## config.mk

```make
export PLATFORM = sky130hd
export DESIGN_NAME = mpsub32_serial
export DESIGN_NICKNAME = d
export VERILOG_FILES = /design/src/rtl/mpsub_pkg.sv /design/src/rtl/mpsub_limb.sv /design/src/rtl/mpsub32_serial.sv
export SDC_FILE = /design/constraint.sdc
export NUM_CORES = 2
export LEC_CHECK = 0
export ABC_CLOCK_PERIOD_IN_PS = 4300
export BUFFER_PORTS_ARGS = -buffer_cell sky130_fd_sc_hd__buf_4
export CAP_MARGIN = 25
export CORE_AREA = 2 2 303 305
export DETAILED_ROUTE_END_ITERATION = 16
export DIE_AREA = 0 0 305 307
export GPL_TIMING_DRIVEN = 0
export PLACE_DENSITY_LB_ADDON = 0.2
export REMOVE_ABC_BUFFERS = 1
export SYNTH_ARGS = -nofsm -noshare
export SYNTH_HDL_FRONTEND = slang
export SYNTH_HIERARCHICAL = 1
export SYNTH_SLANG_ARGS = --single-unit
```

## constraint.sdc

```tcl
create_clock -name CLK -period 4.3 [get_ports CLK]
set_clock_uncertainty 0.15 [all_clocks]
set_input_delay 0.43 -clock CLK [delete_from_list [all_inputs] [get_ports CLK]]
set_output_delay 0.43 -clock CLK [all_outputs]
set_load 0.005 [all_outputs]
```

## src/rtl/mpsub_pkg.sv

```systemverilog
// mpsub_pkg: shared sizes and state encoding for the word-serial subtractor.
package mpsub_pkg;
    localparam int WORD_W    = 32;
    localparam int NUM_WORDS = 8;
    localparam int W         = WORD_W * NUM_WORDS;
    localparam int IDX_W     = $clog2(NUM_WORDS);

    typedef enum logic [1:0] {IDLE, RUN, DONE} state_t;
endpackage

```

## src/rtl/mpsub_limb.sv

```systemverilog
// mpsub_limb: one-limb subtract with borrow in/out, d = a - b - bin.
import mpsub_pkg::*;

module mpsub_limb (
    input  logic [WORD_W-1:0] a,
    input  logic [WORD_W-1:0] b,
    input  logic              bin,
    output logic [WORD_W-1:0] d,
    output logic              bout
);
    // The extra top bit of the wide difference is the borrow out.
    assign {bout, d} = {1'b0, a} - {1'b0, b} - {{WORD_W{1'b0}}, bin};
endmodule

```

## src/rtl/mpsub32_serial.sv

```systemverilog
// mpsub32_serial: 256-bit subtractor, one 32-bit limb per cycle, LS limb first,
// with borrow and equality flags for modular-reduction control.
import mpsub_pkg::*;

module mpsub32_serial (
    input  logic         CLK,
    input  logic         RST_N,
    input  logic [W-1:0] a_in,
    input  logic [W-1:0] b_in,
    input  logic         write,
    input  logic         start,
    output logic         busy,
    output logic         ready,
    output logic [W-1:0] d_out,
    output logic         borrow_out,
    output logic         zero_out
);
    state_t             state, state_next;
    logic [W-1:0]       a_sr, b_sr;
    logic [IDX_W-1:0]   idx;
    logic               brw, acc, bout, last;
    logic [WORD_W-1:0]  d_k;

    mpsub_limb u_limb (
        .a    (a_sr[WORD_W-1:0]),
        .b    (b_sr[WORD_W-1:0]),
        .bin  (brw),
        .d    (d_k),
        .bout (bout)
    );

    assign last = idx == IDX_W'(NUM_WORDS - 1);

    always_ff @(posedge CLK) begin
        if (!RST_N) state <= IDLE;
        else        state <= state_next;
    end

    always_comb begin
        state_next = (state == IDLE) ? (start ? RUN : IDLE)
                   : (state == RUN)  ? (last ? DONE : RUN)
                   : IDLE;
    end

    always_comb begin
        busy  = state == RUN;
        ready = state == DONE;
    end

    always_ff @(posedge CLK) begin
        if (!RST_N) begin
            a_sr       <= '0;
            b_sr       <= '0;
            d_out      <= '0;
            idx        <= '0;
            brw        <= 1'b0;
            acc        <= 1'b0;
            borrow_out <= 1'b0;
            zero_out   <= 1'b0;
        end else if (state == IDLE) begin
            if (write) begin
                a_sr <= a_in;
                b_sr <= b_in;
            end
            if (start) begin
                idx   <= '0;
                brw   <= 1'b0;
                acc   <= 1'b0;
                d_out <= '0;
            end
        end else if (state == RUN) begin
            d_out[idx*WORD_W +: WORD_W] <= d_k;
            brw  <= bout;
            acc  <= acc | (|d_k);
            a_sr <= a_sr >> WORD_W;
            b_sr <= b_sr >> WORD_W;
            idx  <= idx + 1'b1;
            if (last) begin
                borrow_out <= bout;
                zero_out   <= ~(acc | (|d_k));
            end
        end
    end
endmodule

```

==> results.py <==
metrics = {
    "global_routing": {
        "grt_pass1_wl_um": 191300,
        "globalRouteOverflowTotal": 0,
        "grt_max_degree": 148,
        "gr-usage-all-layers_pct": 25.63,
        "grt_pass1_vias": 33280,
        "antenna_found_initial": 23,
    },
    "timing": {
        "drv_slew": 0,
        "max_slew_margin_pct": 32.93,
        "hold_viol": 0,
        "rsz0062_at_grt": "no",
        "fin_setup_tns_ns": 0,
        "setup_viol": 0,
        "fmax_mhz": 242.6,
        "fin_crit_sh_pct": 95.85,
        "worst_pin_slew_ns": 1.006,
        "min_period_ns": 4.121,
        "setup_ws_ns": 0.1785,
    },
    "critical_path": {
        "path_cells": "inv_1 -> fa_1 -> ha_1 -> nor4b_2 -> a22oi_4 -> a31oi_4 -> o211ai_2 -> a21oi_1 -> xnor2_1 -> buf_6 -> nor4_1 -> and4_1 -> nand4_1 -> o311a_1",
        "cp_data_arrival_time_ns": 4.52,
        "required_ns": 4.70,
        "cp-endpoint": "acc",
        "cpPeakStageDelay_ns": 0.44,
        "critPathSlowestCell": "fa_1",
        "r2r_cells": 14,
        "path_class": "reg2reg",
        "setup.worst_path.start_class": "flop",
        "cp-end-kind": "flop",
        "r2r-end": "acc",
        "critPathMaxFanout": 6,
        "critical_path.startpoint": "b_sr[0]",
        "r2r_start": "b_sr[0]",
        "r2r_slack_ns": 0.18,
    },
    "clock_network": {
        "cts.root.buffer_cell": "clkbuf_16",
        "clock_latency_ns": 0.66,
        "cts.sinks": 777,
        "clk_pin_slew_worst_paths_ns": 0.06,
        "ctsLongestPathBuffers": 3,
        "h-tree-depth": 3,
        "cts_tree": "done",
        "numCtsBuffers": 88,
    },
    "pwr": {
        "switching_power_mw": 6.379,
        "leakagePower_nw": 25.11,
        "power_frac_clock_pct": 36.5,
        "p_seq_share_pct": 38.3,
        "combPwrFrac_pct": 25.2,
        "power.internal_mw": 14.24,
        "max-vdd-ir-drop_mv": 0.3380,
        "swShare_pct": 30.94,
        "power.density_nw_per_um2": 412.2,
    },
    "hold_path": {
        "hp-class": "in2reg",
    },
    "cells_and_area": {
        "area_growth_pct": 44.18,
        "drive_gt1_share_pct": 21.03,
        "nets": 5742,
        "fin_cells": 6424,
        "final_cell_mix": "nand2_1 (1,064), buf_4 (796), dfxtp_1 (777)",
        "layout_commonest_cell": "nand2_1",
        "fin_util_pct": 55.14,
    },
    "synth": {
        "ys_top_cells_by_area": "dfxtp_1 (45%), o211a_1 (13%), nand2_1 (12%), nand3_1 (9.6%), a22o_1 (3.1%)",
        "synth-edff-count": 0,
        "yosysWarnings": 6,
        "synth_top_area_cell": "dfxtp_1",
        "syn_area_um2": 34690,
        "yosysUniqueCellTypes": 72,
        "async_flop_share_pct": 0,
        "synth-seq-cells": 777,
        "synth.top_cell.area_share_pct": 44.85,
        "seq_area_frac_synth_pct": 44.85,
        "netlist_instances": 4106,
        "synth_ff_type": "dfxtp_1",
        "avgSynthCellArea_um2": 8.448,
    },
    "status": {
        "status": "completed",
    },
    "detailed_routing": {
        "num_vias": 34090,
        "vias_per_cell": 5.307,
        "drc_errors": 0,
        "antenna_left": 0,
        "postRouteWirelength_um": 124200,
        "dr.first_iter.drc_count": 2644,
        "avgRoutedWirePerCell_um": 19.33,
        "dr.pass1.iters": 6,
    },
    "placed_design": {
        "place_worst_setup_slack_ns": -0.05337,
        "place_inst": 5764,
        "hpwl_um": 84880,
        "place.gp.congestion": 0.8161,
        "io_buffers": 775,
    },
    "floorplan": {
        "die_w_um": 305,
        "rows": 111,
        "die_area_um2": 93640,
        "fp.coreArea_um2": 90690,
        "fp.dieH_um": 307,
        "ios": 776,
        "initial_core_util_pct": 38.25,
    },
    "flow_run": {
        "maxCapViolCount": 0,
    },
}
logic make-up (layout without fill, tap and decap cells):
family,count (synthesis),count (layout),share of synthesized area [%]
other,0,22,0
xor gates and xnor gates,32,32,0.8080
AOI/OAI and AO/OA,871,871,22.15
DFF,777,777,44.85
adders and majority gates,72,72,2.641
muxes,4,4,0.1154
buffers and inverters,503,1613,6.071
and+or+nand+nor,1847,1847,23.37
Yosys cell counts, types with 16 or more instances:
library cell,n
o21ai_0,69
nand2_1,1065
o211a_1,448
dfxtp_1,777
nor2_1,21
clkbuf_1,228
and3_1,36
inv_1,101
a31o_2,34
nand3_1,662
ha_1,70
a21boi_0,91
a22o_1,124
buf_2,159
xnor2_1,16
xor2_1,16
a21oi_1,36
power by group through the flow:
stage	sequential [mW]	combinational, mW	clock [mW]
2_1_floorplan	8.00	3.11	0
3_3_place_gp	8.01	5.09	0
3_5_place_dp	8.05	4.79	0
4_1_cts	7.90	5.18	7.70
5_1_grt	7.96	5.62	7.99
6_report	7.90	5.19	7.53
layer usage:
metal	GRT usage [%]	up-vias	wire length, um	share of wire, %
li1	-	16490	-	-
met1	31.88	16280	52440	42
met2	43.20	1039	60150	48
met3	5.052	279	6872	5.5
met4	10.83	4	4714	3.8
met5	0	-	26	0.021
state kept, by name (all words and copies together) (netlist names):
| register | cells |
|---|---|
| zero_out | 1 |
| d_out | 256 |
| idx | 3 |
| borrow_out | 1 |
| acc | 1 |
| brw | 1 |
| b_sr | 256 |
| state | 2 |
| a_sr | 256 |
timing repair:
item                       4_1_cts  5_1_grt
hold buffers                   485        0
hold endpoints to repair       485        0
gates resized for setup          2        7
setup buffers                    0        1
pin swaps                        0        2
setup endpoints to repair        2        2
worst max-delay path, delay by kind of cell (launching register included):
family                   cells  cell delay, ns
AND/OR/NAND/NOR              4            1.05
adder cells (fa/ha/maj)      2            0.66
flip-flops                   1            0.33
XOR/XNOR                     1            0.28
buffers and inverters        2            0.29
AO/OA/AOI/OAI                5            1.25
per-stage QoR:
stage | hold slack, ns | area (um^2) | power (mW)
final | 0.03550 | 50010 | 20.62
after global routing | 0.009058 | 50010 | 21.57
after floorplan | 0.2947 | 32970 | 11.11
after global placement | 0.2868 | 40270 | 13.10
after detailed placement | 0.2920 | 42180 | 12.84
after CTS | 0.00009553 | 49910 | 20.78
how the worst min path moves through the flow:
stage / startpoint / end / slack, ns / cells after the start
finish: b_in[148] / b_sr[148] / 0.04 / 4
global route: b_in[53] / b_sr[53] / 0.009 / 4
CTS: a_in[75] / a_sr[75] / 0.0001 / 4
detailed placement: d_out[200] / d_out[200] / 0.29 / 2
global placement: d_out[66] / d_out[66] / 0.29 / 2
floorplan: d_out[200] / d_out[200] / 0.29 / 2
area by class of cell:
| class | instances | area (um^2) |
|---|---|---|
| clock buffer | 137 | 2703 |
| antenna | 22 | 55.05 |
| clock inverter | 15 | 165.2 |
| sequential | 777 | 15550 |
| tap | 1186 | 1484 |
| inverter | 103 | 386.6 |
| timing repair buffer | 1358 | 12420 |
| multi-input combinational | 2826 | 17240 |
| fill | 8280 | 40680 |
No activity file was read; power rests on OpenSTA's default activity.
